## src/rtl/coin_acceptor.sv

```systemverilog
// coin_acceptor: synchronises and debounces coin sensors, detects jams, queues coins and paces credit pulses
module coin_acceptor #(
    parameter int DEBOUNCE_CYCLES = 4,
    parameter int JAM_CYCLES      = 64,
    parameter int FIFO_DEPTH      = 4
) (
    input  logic                          clock,
    input  logic                          reset,
    input  logic                          nickel_raw,
    input  logic                          dime_raw,
    input  logic                          accept_en,
    output logic                          nickel_in,
    output logic                          dime_in,
    output logic                          coin_reject,
    output logic                          jam,
    output logic [$clog2(FIFO_DEPTH):0]   fifo_count
);
    localparam int AW = $clog2(FIFO_DEPTH);
    localparam int CW = $clog2(JAM_CYCLES + 1);
    typedef enum logic [2:0] {IDLE, ARMING, HELD, JAMMED, RELEASE} state_t;
    state_t          state [2];
    state_t          state_nx [2];
    logic [CW-1:0]   cnt [2];
    logic [CW-1:0]   cnt_nx [2];
    logic [1:0]      sync1, sync2, ev;
    logic [AW-1:0]   wr_ptr, rd_ptr;
    logic            mem [FIFO_DEPTH];
    logic            single, full, push, pop;
    always_ff @(posedge clock) begin
        if (!reset) begin
            sync1 <= '0;
            sync2 <= '0;
        end else begin
            sync1 <= {dime_raw, nickel_raw};
            sync2 <= sync1;
        end
    end
    // channel 0 is the nickel sensor, channel 1 the dime sensor
    always_ff @(posedge clock) begin
        if (!reset) begin
            for (int i = 0; i < 2; i++) begin
                state[i] <= RELEASE;
                cnt[i]   <= '0;
            end
            jam <= 1'b0;
        end else begin
            for (int i = 0; i < 2; i++) begin
                state[i] <= state_nx[i];
                cnt[i]   <= cnt_nx[i];
            end
            jam <= (state_nx[0] == JAMMED) || (state_nx[1] == JAMMED);
        end
    end
    always_comb begin
        for (int i = 0; i < 2; i++) begin
            state_nx[i] = state[i];
            cnt_nx[i]   = cnt[i];
            case (state[i])
                IDLE: if (sync2[i]) begin
                    state_nx[i] = ARMING;
                    cnt_nx[i]   = CW'(1);
                end
                ARMING: if (!sync2[i]) begin
                    state_nx[i] = IDLE;
                    cnt_nx[i]   = '0;
                end else if (cnt[i] + 1'b1 == CW'(DEBOUNCE_CYCLES)) begin
                    state_nx[i] = HELD;
                    cnt_nx[i]   = '0;
                end else cnt_nx[i] = cnt[i] + 1'b1;
                HELD: if (!sync2[i]) begin
                    state_nx[i] = RELEASE;
                    cnt_nx[i]   = '0;
                end else if (cnt[i] + 1'b1 == CW'(JAM_CYCLES)) state_nx[i] = JAMMED;
                else cnt_nx[i] = cnt[i] + 1'b1;
                JAMMED: if (!sync2[i]) begin
                    state_nx[i] = RELEASE;
                    cnt_nx[i]   = '0;
                end
                RELEASE: if (sync2[i]) cnt_nx[i] = '0;
                else if (cnt[i] + 1'b1 == CW'(DEBOUNCE_CYCLES)) begin
                    state_nx[i] = IDLE;
                    cnt_nx[i]   = '0;
                end else cnt_nx[i] = cnt[i] + 1'b1;
                default: begin
                    state_nx[i] = RELEASE;
                    cnt_nx[i]   = '0;
                end
            endcase
        end
    end
    always_comb begin
        for (int i = 0; i < 2; i++)
            ev[i] = (state[i] == ARMING) && sync2[i] && (cnt[i] + 1'b1 == CW'(DEBOUNCE_CYCLES));
    end
    // a full queue still accepts a coin when an entry leaves on the same edge
    assign single = ev[0] ^ ev[1];
    assign full   = fifo_count == (AW + 1)'(FIFO_DEPTH);
    assign pop    = (fifo_count != '0) && accept_en && !(nickel_in || dime_in);
    assign push   = single && (!full || pop);
    always_ff @(posedge clock) begin
        if (!reset) begin
            wr_ptr      <= '0;
            rd_ptr      <= '0;
            fifo_count  <= '0;
            nickel_in   <= 1'b0;
            dime_in     <= 1'b0;
            coin_reject <= 1'b0;
        end else begin
            wr_ptr      <= wr_ptr + AW'(push);
            rd_ptr      <= rd_ptr + AW'(pop);
            fifo_count  <= fifo_count + (AW + 1)'(push) - (AW + 1)'(pop);
            nickel_in   <= pop && !mem[rd_ptr];
            dime_in     <= pop && mem[rd_ptr];
            coin_reject <= (&ev) || (single && !push);
        end
    end
    always_ff @(posedge clock) begin
        if (push) mem[wr_ptr] <= ev[1];
    end
endmodule

```

## config.mk

```make
export PLATFORM = sky130hd
export DESIGN_NAME = coin_acceptor
export DESIGN_NICKNAME = d
export VERILOG_FILES = /design/src/rtl/coin_acceptor.sv
export SDC_FILE = /design/constraint.sdc
export NUM_CORES = 1
export LEC_CHECK = 0
export ABC_AREA = 1
export CAP_MARGIN = 30
export CORE_UTILIZATION = 40
export DETAILED_ROUTE_END_ITERATION = 8
export PLACE_DENSITY = 0.64
export REMOVE_ABC_BUFFERS = 1
export SLEW_MARGIN = 20
export SYNTH_ARGS = -nofsm -noshare
export SYNTH_HDL_FRONTEND = slang
export SYNTH_SLANG_ARGS = --single-unit
```

## constraint.sdc

```tcl
create_clock -name clock -period 5.2 [get_ports clock]
set_input_delay 1.04 -clock clock [delete_from_list [all_inputs] [get_ports clock]]
set_output_delay 1.04 -clock clock [all_outputs]
set_load 0.02 [all_outputs]
```

==> results.sh, run 1 <==
export IMPL_root_buffer="clkbuf_8"
export IMPL_synth_most_common_cell="nand2_1"
export IMPL_rsz0062_at_grt="false"
export IMPL_die_w_um=75.7
export IMPL_path_buf_inv=2
export IMPL_vias=1814
export IMPL_first_iter_violations=63
export IMPL_grt_first_pass_wirelength_um=7340
export IMPL_outcome="finished, final reports clean"
export IMPL_antenna_found_initial=0
export IMPL_cpMostUsedCell="ha_1"
export IMPL_synth_largest_area_cell="dfxtp_1"
export IMPL_setup_viol=0
export IMPL_clkSlewWorstSetupHoldPaths_ns=0.08
export IMPL_cts_hold_buffers=0
export IMPL_p_per_area_nw_per_um2=334
export IMPL_maxSlewViolCount=0
export IMPL_slowest_delay_ns=0.44
export IMPL_place_area_um2=2340
export IMPL_cts_path_max_buffers=2
export IMPL_dr_pass1_iters=4
export IMPL_insertion_delay_ns=0.29
export IMPL_design_area_um2=2460
export IMPL_synth_area_leaders="dfxtp_1 32%, nand2_1 12%, inv_1 8.3%"
export IMPL_yosysWarnings=0
export IMPL_avgViaCountPerCell=4.74
export IMPL_crit_path_end_kind="register"
export IMPL_period_needed_ns=3.31
export IMPL_routabilityCongestion=0.834
export IMPL_diodes=0
export IMPL_start_util_pct=42.0
export IMPL_drv_cap=0
export IMPL_path_cells="ha_1 > nand2_2 > o21ai_1 > nand2_1 > inv_1 > nand4_1 > nor2_1 > ha_1 > nand2_1 > ha_1 > inv_1 > ha_1 > fa_1 > or2_2 > a21oi_1"
export IMPL_skew_ns=0.0115
export IMPL_hold_class="register to register"
export IMPL_cp_num_cells=15
export IMPL_setup_worst_path_start="cnt[0][7]$_SDFFE_PN0P_"
export IMPL_holdWs_ns=0.417
export IMPL_pin_count=12
export IMPL_cts_resized=0
export IMPL_crit_slowest_cell="dfxtp_1"
export IMPL_drc=0
export IMPL_crit_required_ns=5.42
export IMPL_clock_sinks=39
export IMPL_dpl_hpwl_um=3070
export IMPL_fin_util_pct=47.6
export IMPL_wl_um=4110
export IMPL_hold_path_end="sync2[0]$_SDFF_PN0_"
export IMPL_area_delta_synth_final_pct=13.2
export IMPL_synth_cell_types=39
export IMPL_ys_ff_latch=39
export IMPL_die_y_um=75.7
export IMPL_finalHoldViolations=0
export IMPL_drive_above_1_share_pct=11.8
export IMPL_tightest_slew_ns=0.836
export IMPL_final_nets=325
export IMPL_synth_edf_count=4
export IMPL_timing_rr_end="fifo_count[2]$_SDFF_PN0_"
export IMPL_synth_cells=299
export IMPL_grtUsageTotal_pct=16.8
export IMPL_grt_pass1_vias=1727
export IMPL_worstSetupStartpointType="register"
export IMPL_synth_common_cells="67 x nand2_1, 48 x inv_1, 35 x dfxtp_1"
export IMPL_cts_tree="built"
export IMPL_relSlewSlack_pct=44.2
export IMPL_r2r_start="cnt[0][7]$_SDFFE_PN0P_"
export IMPL_ant_nets=0
export IMPL_async_flop_share_pct=0
export IMPL_overflow=0
export IMPL_synth_top_area_share_pct=32.2
export IMPL_vdd_drop_max_uv=249
export IMPL_grt_start_max_net_pins=24
export IMPL_timing_worst_setup_path_type="register to register"
export IMPL_die_area_um2=5730
export IMPL_post_cts_buffers=0
export IMPL_fp_row_count=26
export IMPL_post_route_period_util_pct=63.6
export IMPL_report_power_total_mw=0.823
export IMPL_core_um2=5170
export IMPL_htreeDepth=2
export IMPL_cp_max_fo=6
export IMPL_numCtsBuffers=5
export IMPL_fmax_mhz=302
export IMPL_hold_depth=2
export IMPL_leakagePower_nw=1.08
export IMPL_port_buffers=11
export IMPL_finalSetupTns_ns=0
export IMPL_hold_start="sync1[0]$_SDFF_PN0_"
export IMPL_critPathTopFamily="adder cells"
export IMPL_netlist_area_um2=2170
export IMPL_synth_avg_cell_area_um2=7.27
export IMPL_arrival_ns=3.52
export IMPL_r2r_slack_ns=1.89
export IMPL_seq_area_frac_synth_pct=37.8
export IMPL_ys_flop_type="dfxtp_1"
export IMPL_wl_per_cell_um=10.7
export IMPL_reg2reg_depth=15
## how the worst max path moves through the flow
stage,end,slack [ns]
after detailed placement,fifo_count[2]$_SDFF_PN0_,1.87
after global placement,fifo_count[2]$_SDFF_PN0_,2.00
after CTS,fifo_count[2]$_SDFF_PN0_,1.85
after global routing,fifo_count[2]$_SDFF_PN0_,1.50
after floorplan,fifo_count[2]$_SDFF_PN0_,2.22
final,fifo_count[2]$_SDFF_PN0_,1.89
## area by class of cell
class	instances	area, um2
fill	542	2710
multi-input combinational	202	1130
sequential	39	821
inverter	53	199
timing repair buffer	11	110
tap	70	87.6
clock buffer	5	68.8
clock inverter	3	47.5
## cell usage in the layout (no fill, tap or decap), types with 2 or more instances in the layout
cell type         n
nand2_1          67
inv_1            48
dfxtp_1          35
nor2_1           27
nand3_1          21
a21oi_1          19
clkdlybuf4s50_1  11
nand4_1           7
ha_1              7
nor3_1            6
inv_2             5
nand2_2           5
clkbuf_8          5
nor2_2            4
xor2_1            4
a21oi_2           4
edfxtp_1          4
o21ai_1           3
o31ai_1           3
o21ai_0           3
nand3_2           2
nand3_4           2
xnor2_1           2
a31oi_1           2
## worst reg2reg max path, stage by stage, from the launching register on
cell and delay, ns:
dfxtp_1 0.44, ha_1 0.27, nand2_2 0.09, o21ai_1 0.13
nand2_1 0.09, inv_1 0.06, nand4_1 0.15, nor2_1 0.36
ha_1 0.22, nand2_1 0.13, ha_1 0.30, inv_1 0.04
ha_1 0.18, fa_1 0.37, or2_2 0.30, a21oi_1 0.11
## power breakdown
part	internal, mW	leakage (nW)	switching, mW
combinational	0.0897	0.699	0.106
clock	0.145	0.0587	0.113
sequential	0.334	0.322	0.0346
total	0.569	1.08	0.254
## state kept, by name, summed over array words and instances (netlist names), 2 cells and up
| register | flops |
|---|---|
| cnt | 14 |
| fifo_count | 3 |
| mem | 4 |
| rd_ptr | 2 |
| state | 6 |
| sync1 | 2 |
| sync2 | 2 |
| wr_ptr | 2 |
## layer usage
| layer | wire [um] | global-route usage (%) | vias up |
|---|---|---|---|
| met1 | 1960 | 20.7 | 802 |
| met3 | 104 | 3.97 | 5 |
| met4 | 44 | 4.32 | 0 |
| met5 | 0 | 0 | - |
| met2 | 2000 | 29.4 | 23 |
| li1 | - | - | 984 |
## kinds of logic (layout without fill, tap and decap cells)
group                      count (synthesis)  count (layout)  synth area share [%]
adders and majority gates                  8               8                  4.95
buffers and inverters                     58              72                  10.4
DFF                                       39              39                  37.8
xor gates and xnor gates                   6               6                  2.42
and+or+nand+nor                          148             148                  33.0
AOI/OAI and AO/OA                         40              40                  11.5
## through the flow
stage | worst slack [ns] | instances
3_5_place_dp | 1.87 | 375
3_3_place_gp | 2.00 | 375
2_1_floorplan | 2.22 | 294
5_1_grt | 1.50 | 383
4_1_cts | 1.85 | 383
6_report | 1.89 | 383
Note: power is estimated with default switching activity, not from simulation.
==> inputs of run 2 (changes only) <==
Settings changed: PLACE_DENSITY 0.64 to 0.66.
Clock period 5.2 ns to 3 ns, I/O delays scaled along.
==> results.sh, run 2 (synthesized netlist as in run 1, its figures left out) <==
export IMPL_setup_viol=0
export IMPL_p_per_area_nw_per_um2=538
export IMPL_fin_util_pct=48.9
export IMPL_largestRegisters="cnt (14), state (6), mem (4)"
export IMPL_finalHoldViolations=0
export IMPL_cpMostUsedCell="ha_1"
export IMPL_antenna_found_initial=0
export IMPL_leakagePower_nw=1.10
export IMPL_crit_path_end_kind="register"
export IMPL_holdWs_ns=0.414
export IMPL_ant_nets=0
export IMPL_layout_commonest_cell="nand2_1"
export IMPL_clkSlewWorstSetupHoldPaths_ns=0.07
export IMPL_clock_sinks=39
export IMPL_fmax_mhz=358
export IMPL_core_um2=5170
export IMPL_grtUsageTotal_pct=16.8
export IMPL_vias=1882
export IMPL_path_cells="ha_4 > nand2_2 > o21ai_1 > nand2_1 > inv_1 > nand4_1 > nor2_2 > ha_1 > nand2_1 > ha_1 > inv_1 > ha_1 > fa_2 > or2_2 > a21oi_1"
export IMPL_die_w_um=75.7
export IMPL_dpl_hpwl_um=3070
export IMPL_grt_first_pass_wirelength_um=7110
export IMPL_root_buffer="clkbuf_8"
export IMPL_cp_max_fo=4
export IMPL_routabilityCongestion=0.843
export IMPL_final_nets=334
export IMPL_fp_row_count=26
export IMPL_pin_count=12
export IMPL_setup_ws_ns=0.209
export IMPL_drc=0
export IMPL_die_area_um2=5730
export IMPL_timing_worst_setup_path_type="register to register"
export IMPL_crit_required_ns=3.21
export IMPL_finalSetupTns_ns=0
export IMPL_overflow=0
export IMPL_cts_tree="built"
export IMPL_rsz0062_at_grt="false"
export IMPL_relSlewSlack_pct=42.4
export IMPL_avgViaCountPerCell=4.80
export IMPL_drive_above_1_share_pct=16.1
export IMPL_cts_path_max_buffers=2
export IMPL_drv_cap=0
export IMPL_area_delta_synth_final_pct=16.5
export IMPL_cts_hold_buffers=0
export IMPL_slowest_delay_ns=0.35
export IMPL_wl_per_cell_um=10.8
export IMPL_die_y_um=75.7
export IMPL_largest_reg_flops=14
export IMPL_hold_class="register to register"
export IMPL_dr_pass1_iters=4
export IMPL_numCtsBuffers=5
export IMPL_post_route_period_util_pct=93.0
export IMPL_vdd_drop_max_uv=391
export IMPL_maxSlewViolCount=0
export IMPL_grt_pass1_vias=1643
export IMPL_first_iter_violations=106
export IMPL_port_buffers=11
export IMPL_regMostFlops="cnt"
export IMPL_period_needed_ns=2.79
export IMPL_insertion_delay_ns=0.29
export IMPL_grt_start_max_net_pins=24
export IMPL_skew_ns=0.00679
export IMPL_crit_slowest_cell="dfxtp_2"
export IMPL_diodes=0
export IMPL_htreeDepth=2
export IMPL_worstSetupStartpointType="register"
export IMPL_pre_cts_ws_ns=0.0501
export IMPL_final_cell_mix="67 x nand2_1, 48 x inv_1, 30 x dfxtp_1"
export IMPL_outcome="finished, final reports clean"
export IMPL_tightest_slew_ns=0.863
export IMPL_arrival_ns=3.00
export IMPL_wl_um=4240
export IMPL_start_util_pct=42.0
## run 2: changes by cell type in the layout (fill, tap and decap cells not counted), sizes merged
| cell | previous run | this run |
|---|---|---|
| bufinv | 1 | 0 |
| clkbuf | 5 | 8 |
| buf | 0 | 9 |
| inv | 54 | 53 |
| clkinv | 1 | 0 |
## run 2: path summary, 6_finish.rpt
kind	startpoint	slack, ns	endpoint	cells after the start
worst min-delay path	sync1[1]$_SDFF_PN0_	0.41	sync2[1]$_SDFF_PN0_	2
worst max-delay path	cnt[0][7]$_SDFFE_PN0P_	0.21	fifo_count[2]$_SDFF_PN0_	15
worst max register to register	cnt[0][7]$_SDFFE_PN0P_	0.21	fifo_count[2]$_SDFF_PN0_	15
worst min register to register	sync1[1]$_SDFF_PN0_	0.41	sync2[1]$_SDFF_PN0_	2
## run 2: worst max-delay path: cells and delay by family, from the launching register on
| family | cells | cell delay, ns |
|---|---|---|
| AO/OA/AOI/OAI | 2 | 0.24 |
| adder cells (fa/ha/maj) | 5 | 1.09 |
| AND/OR/NAND/NOR | 6 | 0.92 |
| buffers and inverters | 2 | 0.10 |
| flip-flops | 1 | 0.35 |
## run 2: repair_timing
action,in CTS,in global routing
buffers inserted,0,2
setup endpoints to repair,0,2
gates resized for setup,0,12
## run 2: through the flow
stage | instances | total power [mW] | instance area (um2)
3_5_place_dp | 382 | 1.01 | 2400
4_1_cts | 390 | 1.35 | 2480
3_3_place_gp | 382 | 1.00 | 2400
2_1_floorplan | 294 | 0.888 | 2150
6_report | 392 | 1.36 | 2530
5_1_grt | 392 | 1.45 | 2530
## run 2: final cells by class
| cell class | instances | area [um2] |
|---|---|---|
| repair buffers | 20 | 178 |
| flip-flops and latches | 39 | 830 |
| inverters | 53 | 199 |
| multi-input cells | 202 | 1160 |
| clock buffers | 8 | 80.1 |
| fillers | 509 | 2640 |
| well taps | 70 | 87.6 |
## run 2: report_power, final
| part | switching (mW) | internal, mW | leakage, nW |
|---|---|---|---|
| sequential | 0.0589 | 0.583 | 0.324 |
| combinational | 0.204 | 0.176 | 0.740 |
| clock | 0.175 | 0.165 | 0.0395 |
| total | 0.438 | 0.924 | 1.10 |
## run 2: per-layer routing
layer	wire, um	vias to the layer above	GRT usage [%]
li1	-	1000	-
met1	2050	839	21.5
met2	1940	38	27.8
met3	198	5	3.57
met4	54	0	6.17
met5	0	-	0
